`config.mk`:
```
export PLATFORM = sky130hd
export DESIGN_NAME = im_loader
export DESIGN_NICKNAME = d
export VERILOG_FILES = /design/src/rtl/im_loader.sv
export SDC_FILE = /design/constraint.sdc
export NUM_CORES = 1
export LEC_CHECK = 0
export CORE_ASPECT_RATIO = 1.1
export CORE_MARGIN = 8
export CORE_UTILIZATION = 46
export CTS_CLUSTER_SIZE = 24
export DETAILED_ROUTE_END_ITERATION = 16
export GPL_ROUTABILITY_DRIVEN = 0
export MAX_ROUTING_LAYER = met4
export PLACE_DENSITY = 0.77
export REMOVE_ABC_BUFFERS = 1
export SYNTH_ARGS = -nofsm -noshare
export SYNTH_HDL_FRONTEND = slang
export SYNTH_SLANG_ARGS = --single-unit
```
`constraint.sdc`:
```
create_clock -name clk -period 3.31 [get_ports clk]
set_clock_uncertainty 0.15 [all_clocks]
set_input_delay 0.662 -clock clk [delete_from_list [all_inputs] [get_ports clk]]
set_output_delay 0.662 -clock clk [all_outputs]
set_load 0.01 [all_outputs]
```
`src/rtl/im_loader.sv`:
```
// Streams host bytes into instruction memory, one 32-bit word per write, holding the core until done.
// Latency: 4th byte of a word accepted at edge n -> IMwr_enable high in cycle n+1; ready low during WRITE/DONE.
module im_loader #(
  parameter int ADDR_WIDTH = 8
) (
  input  logic                  clk,
  input  logic                  reset,
  input  logic                  LDstart,
  input  logic [ADDR_WIDTH:0]   LDlength,
  input  logic                  LDbyte_valid,
  input  logic [7:0]            LDbyte,
  output logic                  LDbyte_ready,
  output logic                  IMwr_enable,
  output logic [31:0]           IMwr_address,
  output logic [31:0]           IMwr_data,
  output logic                  CPUhold,
  output logic                  LDbusy,
  output logic                  LDdone,
  output logic                  LDerror
);

  localparam int DEPTH = 2 ** ADDR_WIDTH;
  localparam logic [ADDR_WIDTH:0] LEN_MAX = (ADDR_WIDTH + 1)'(DEPTH);

  typedef enum logic [1:0] {S_IDLE, S_RECV, S_WRITE, S_DONE} state_t;

  state_t                r_state;
  logic [ADDR_WIDTH:0]   r_len;
  logic [ADDR_WIDTH-1:0] r_word_idx;
  logic [1:0]            r_byte_idx;
  logic [31:0]           r_word;
  logic                  r_ready;
  logic                  r_wr_en;
  logic [31:0]           r_addr;
  logic [31:0]           r_data;
  logic                  r_hold;
  logic                  r_busy;
  logic                  r_done;
  logic                  r_err;

  logic                  w_len_ok;
  logic                  w_fire;
  logic                  w_last_word;
  logic [31:0]           w_addr;

  assign w_len_ok    = (LDlength != '0) && (LDlength <= LEN_MAX);
  assign w_fire      = LDbyte_valid && r_ready;
  assign w_last_word = (({1'b0, r_word_idx} + (ADDR_WIDTH + 1)'(1)) == r_len);
  assign w_addr      = {{(30 - ADDR_WIDTH){1'b0}}, r_word_idx, 2'b00};

  always_ff @(posedge clk or posedge reset) begin
    if (reset) begin
      r_state    <= S_IDLE;
      r_len      <= '0;
      r_word_idx <= '0;
      r_byte_idx <= '0;
      r_word     <= '0;
      r_ready    <= 1'b0;
      r_wr_en    <= 1'b0;
      r_addr     <= '0;
      r_data     <= '0;
      r_hold     <= 1'b1;
      r_busy     <= 1'b0;
      r_done     <= 1'b0;
      r_err      <= 1'b0;
    end else begin
      // Strobes default low so each is a single-cycle pulse.
      r_wr_en <= 1'b0;
      r_done  <= 1'b0;
      r_err   <= 1'b0;
      case (r_state)
        S_IDLE: begin
          if (LDstart) begin
            if (w_len_ok) begin
              r_len      <= LDlength;
              r_word_idx <= '0;
              r_byte_idx <= '0;
              r_hold     <= 1'b1;
              r_busy     <= 1'b1;
              r_ready    <= 1'b1;
              r_state    <= S_RECV;
            end else begin
              r_err <= 1'b1;
            end
          end
        end
        S_RECV: begin
          if (w_fire) begin
            r_word[{r_byte_idx, 3'b000} +: 8] <= LDbyte;
            r_byte_idx <= r_byte_idx + 2'd1;
            if (r_byte_idx == 2'd3) begin
              r_ready <= 1'b0;
              r_wr_en <= 1'b1;
              r_addr  <= w_addr;
              r_data  <= {LDbyte, r_word[23:0]};
              r_state <= S_WRITE;
            end
          end
        end
        S_WRITE: begin
          if (w_last_word) begin
            r_done  <= 1'b1;
            r_state <= S_DONE;
          end else begin
            r_word_idx <= r_word_idx + 1'b1;
            r_ready    <= 1'b1;
            r_state    <= S_RECV;
          end
        end
        S_DONE: begin
          r_hold  <= 1'b0;
          r_busy  <= 1'b0;
          r_state <= S_IDLE;
        end
        default: r_state <= S_IDLE;
      endcase
    end
  end

  assign LDbyte_ready = r_ready;
  assign IMwr_enable  = r_wr_en;
  assign IMwr_address = r_addr;
  assign IMwr_data    = r_data;
  assign CPUhold      = r_hold;
  assign LDbusy       = r_busy;
  assign LDdone       = r_done;
  assign LDerror      = r_err;

endmodule
```
Word-level counts from Yosys, hierarchy flattened --
Index checks and enable logic that the tools add are counted. Widths: inputs -> output; s select.
Word-level totals: register bits after elaboration 99, word-level logic and storage cells 76
Cells by class: add/subtract/negate cells 4, order comparisons 1, eq/ne operators 10, shift-type cells 2, muxes and demuxes 30, reduce and logical (&&, ||, !) cells 16
Operators by type and width (count):
- $bwmux 32 | 1
- $shift 8x7->32 const A | 1
- $shiftx 8x7->32 | 1
- $mux 8 | 3
- $mux 2 | 8
- $pmux 8 s2 | 1
- $mux 1 | 13
- $reduce_and 4->1 | 3
- $ne 2x2->1 const B | 5
- $add 8x1->9 const B | 1
- $eq 9x9->1 | 1
- $le 9x9->1 const B | 1
- $reduce_and 3->1 | 3
- $reduce_bool 9->1 | 1
- $add 8x1->8 const B | 1
- $pmux 2 s4 | 1
- $neg 5->7 | 1
- $eq 2x2->1 const B | 3
- $reduce_and 6->1 | 1
- $reduce_bool 2->1 | 3
- $pmux 2 s2 | 1
- $pmux 1 s3 | 1
- $reduce_bool 3->1 | 1
- $add 2x1->2 const B | 1
- other kinds (5) | 6

Logic depth before layout (Yosys ltp) --
word-level depth 5, mapped depth 8, gate-level depth less buffers 7

Worst setup path before layout --
No wires, ideal clock.
kind register to register, start reg r_word_idx[0], end reg r_word_idx[5], library setup time 121 ps, arrival time 2375 ps, path slack 664 ps, cell stages (with the launch flop) 9, buffers on the path 1, clock period less this slack 2646 ps, cells stage by stage dfrtp_1 > ha_1 > or3b_1 > or4_1 > o311a_2 > a2111oi_4 > buf_6 > o21ai_2 > a22o_1
Between the ends: word-level cells in the longest chain between the ends 4
Ends and longest elaborated chain:
- start: declaration | RTL line 29 | logic [ADDR_WIDTH-1:0] r_word_idx;
- start signal: assignment | RTL line 105 | r_word_idx <= r_word_idx + 1'b1;
- $add 8x1->9 | RTL line 48 | assign w_last_word = (({1'b0, r_word_idx} + (ADDR_WIDTH + 1)'(1)) == r_len);
- $eq 9x9->1 | RTL line 48
- $ne 2x2->1 (no source line)
- $reduce_and 4->1 (no source line)
Parallel ways exist; a longest one is shown, timed or not. The select of a mux whose other input is x is not followed. A chain may end at the register's enable or synchronous reset.

Final worst setup path --
start reg r_word_idx[0], end reg r_word_idx[2]
The elaborated chain is that of the path after synthesis.

==> out/qor_table.md <==
| Result | Reported |
|:---|:---|
| Status | finished clean |
| Net switching power | 457 uW |
| Total of max-cap violations | 0 |
| Worst Hold Launch | CPUhold |
| Final period utilization | 90.6% |
| Number of nets still failing antenna checks after routing | 0 |
| Setup slack, reg-to-reg | 0.31 ns |
| Worst hold-check slack | 0.315 ns |
| Total grt overflow | 0 |
| Max transition margin | 43.9% |
| Setup_tns | 0 ns |
| Number of nets in the layout | 462 |
| Peak clock frequency supported by timing | 333 MHz |
| H-Tree Depth | 3 |
| WHS Endpoint | CPUhold |
| Number of distinct library cells after synthesis | 47 |
| Std-Cell Rows | 36 |
| Sw Share | 24.1% |
| Critical Path Start Type | flop |
| Largest driver fanout on the critical path | 8 |
| Worst path arrival time | 3.11 ns |
| Portion of the post-synthesis area used by sequential elements | 54.0% |
| Largest net degree at the start of global routing | 43 |
| Wire length per cell after detailed routing | 16.7 um |
| Worst vdd ir | 0.000225 V |
| Min Tclk post-route | 3.00 ns |
| Layout cell share with drive strength beyond 1 | 20.0% |
| Relative contribution of combinational cells to total power | 3.9% |
| Source of the worst register-to-register timing path | r_word_idx[0] |
| Area inside the core boundary | 8870 sq um |
| Area growth, synth to finish | 19.8% |
| Port buffer count | 66 |
| Vias per cell | 5.12 |
| Area used by multi-input combinational logic | 1700 sq um |
| Pwr/cell area | 375 nW/um^2 |
| Via count of the first global-routing pass | 2935 |
| Post-route total power | 1.90 mW |
| Die Span X | 107 um |
| Drc violations | 0 |
| FF/Latch Area | 2280 sq um |
| Number of instances in the placed design | 538 |
| Synth warnings | 0 |
| CTS clk-pin slew, worst paths | 0.10 ns |
| Clock tree from TritonCTS | built |
| Static leakage | 2.35 nW |
| Number of clock sinks | 91 |
| Wire length of the first global-routing pass | 15100 um |
| Library cell with the largest summed area after synthesis | sky130_fd_sc_hd__dfrtp_1 |
| Worst-Margin Slew | 0.840 ns |
| # setup viols final | 0 |
| Required arrival time at the worst endpoint | 3.42 ns |
| Clock root buffer master | sky130_fd_sc_hd__clkbuf_8 |
| Type of the worst setup path | flop to flop |
| Effective utilization at floorplan | 47.5% |
| Die Span Y | 116 um |
| Number of cells on the worst reg-to-reg path | 8 |
| Clock network fraction of total power | 37.5% |
| Cell Chain, Critical Path | ha_1, nand3_1, or2_1, o311a_2, a2111oi_4, buf_4, o31ai_1, a22o_1 |
| Count of flip-flops with a built-in enable after synthesis | 0 |
| Seq pwr share | 58.6% |
| Setup Buffers After CTS | 0 |
| Maximum buffer depth of the clock tree | 2 |
| Top post-synthesis cells by area | sky130_fd_sc_hd__dfrtp_1, sky130_fd_sc_hd__mux2_2, sky130_fd_sc_hd__nand2_1 |
| Vias post-DR | 2837 |
| Number of search-and-repair iterations in the first detailed-routing pass | 4 |
| Final number of hold-violating endpoints | 0 |
| Filler Cell Count | 742 |
| Area share of the largest cell type after synthesis | 53.4% |
| Initial antenna violation count | 0 |
| Count of placed standard cells in the final layout, fillers left out | 554 |
| Critical path's top delay family | compound AO/OA/AOI/OAI gates |
| Count of hold-fix buffers inserted at cts | 0 |
| Cell with the largest stage delay on the worst path | sky130_fd_sc_hd__dfrtp_1 |
| Predominant post-synthesis flop cell | sky130_fd_sc_hd__dfrtp_1 |
| Endpoint type of the worst setup path | flop |
| Total Die Area | 12500 sq um |
| Syn Inst Count | 368 |
| Hold WC Path Type | flop to flop |
| Cell internal pwr | 1.44 mW |
| Async set-reset flop share out of synthesis | 100% |
| Slowest cell delay on critical path | 0.50 ns |
| Number of stages on the worst setup path | 8 |
| Sum of net half-perimeters after detailed placement | 6920 um |
| Worst skew pair latency | 0.36 ns |
| Hold depth | 2 |
| Slew Viols, Final | 0 |
| Buffering stage count on the worst path with inverters included | 1 |
| Wire length after detailed routing | 9240 um |
| Gr usage total | 15.8% |
| Synthesized area | 4220 sq um |
| Unrepaired setup endpoints after global routing | false |
| Post-synthesis area per instance | 11.5 sq um |
| Count of antenna diodes in the layout | 0 |
| Number of flip-flops and latches in the synthesized netlist | 91 |
| Number of buffers inserted during clock tree synthesis | 9 |
| Count of routing violations after the opening detailed-route iteration | 103 |
| Number of top-level pins | 91 |
| Quantity of gates resized following cts | 0 |
| End of the worst register-to-register path | r_word_idx[2] |
-- cell families after synthesis --
group / Yosys count / synth area share (%)
other cells: 1 / 0.0889
buf+inv: 46 / 7.80
fa+ha+maj: 6 / 1.78
simple gates: 114 / 12.7
mux: 49 / 13.1
xor+xnor: 11 / 2.46
compound gates: 50 / 8.04
flops: 91 / 54.0
-- cell usage after synthesis, drive strengths merged, types with 3 or more instances --
cell type and instances:
dfrtp 90, nand2 71, mux2 49, o21ai 34, buf 33, nand3 8
or3 8, clkbuf 7, a22o 6, ha 6, xor2 6, inv 5
xnor2 5, nor2 3, nor3b 3, or2 3
-- metrics by stage --
stage          area (sq um)  utilization, %  worst slack [ns]
3_3_place_gp           4870            54.9             0.453
4_1_cts                5050            57.0             0.322
3_5_place_dp           4870            54.9             0.354
5_1_grt                5050            57.0             0.130
6_report               5050            57.0             0.311
2_1_floorplan          4000               -             0.136
-- layout make-up --
type / instances / share of cell area, %
clock buffers: 10 / 2.72
repair buffers: 73 / 14.4
inverters: 6 / 0.470
flip-flops and latches: 91 / 45.1
well taps: 114 / 2.82
multi-input cells: 254 / 33.6
clock inverters: 6 / 0.966
-- flip-flops by register name (all words and copies together), names as in the netlist --
signal and count:
IMwr_address 8, IMwr_enable 1, r_len 9, r_word_idx 8, LDerror 1, CPUhold 1
r_byte_idx 2, LDbyte_ready 1, IMwr_data 32, r_state 2, LDdone 1, LDbusy 1
r_word 24
-- layout by cell type, fill, tap and decap left out, types with 3 or more instances in the layout --
| master | netlist | layout |
|---|---|---|
| sky130_fd_sc_hd__nor3b_1 | 3 | 3 |
| sky130_fd_sc_hd__a22o_1 | 6 | 6 |
| sky130_fd_sc_hd__or3_1 | 6 | 6 |
| sky130_fd_sc_hd__inv_1 | 5 | 4 |
| sky130_fd_sc_hd__dfrtp_1 | 90 | 90 |
| sky130_fd_sc_hd__clkdlybuf4s50_1 | 0 | 66 |
| sky130_fd_sc_hd__ha_1 | 6 | 6 |
| sky130_fd_sc_hd__clkbuf_8 | 2 | 10 |
| sky130_fd_sc_hd__nand3_1 | 8 | 8 |
| sky130_fd_sc_hd__o21ai_0 | 29 | 29 |
| sky130_fd_sc_hd__buf_4 | 26 | 6 |
| sky130_fd_sc_hd__xnor2_1 | 5 | 5 |
| sky130_fd_sc_hd__nor2_1 | 3 | 3 |
| sky130_fd_sc_hd__nand2_1 | 71 | 71 |
| sky130_fd_sc_hd__xor2_1 | 5 | 5 |
| sky130_fd_sc_hd__conb_1 | 1 | 24 |
| sky130_fd_sc_hd__mux2_2 | 49 | 49 |
| sky130_fd_sc_hd__o21ai_2 | 5 | 5 |
-- power groups by stage --
stage               combinational (mW)  sequential, mW  clock, mW
finish                          0.0742            1.11      0.710
floorplan                       0.0311            1.13          0
CTS                             0.0749            1.11      0.723
global placement                0.0731            1.13          0
detailed placement              0.0745            1.13          0
global route                    0.0838            1.11      0.767
-- worst register-to-register path, delay by kind of cell, from the launching register on --
| kind | cells | cell delay [ns] |
|---|---|---|
| AO/OA/AOI/OAI | 4 | 1.14 |
| AND/OR/NAND/NOR | 2 | 0.53 |
| flip-flops | 1 | 0.50 |
| adder cells (fa/ha/maj) | 1 | 0.33 |
| buffers and inverters | 1 | 0.26 |
-- metal layers --
layer / global-route usage (%) / wire length (um)
met5: - / 0
met4: 6.38 / 186
met3: 3.42 / 502
met2: 26.1 / 4710
met1: 18.4 / 3850
-- how the worst max path moves through the flow --
stage                      endpoint          start
floorplan           IMwr_address[2]          reset
global placement      r_word_idx[2]  r_word_idx[0]
detailed placement    r_word_idx[5]  r_word_idx[0]
CTS                   r_word_idx[5]  r_word_idx[0]
global route          r_word_idx[5]  r_word_idx[0]
finish                r_word_idx[2]  r_word_idx[0]
No activity file was read; power rests on OpenSTA's default activity.
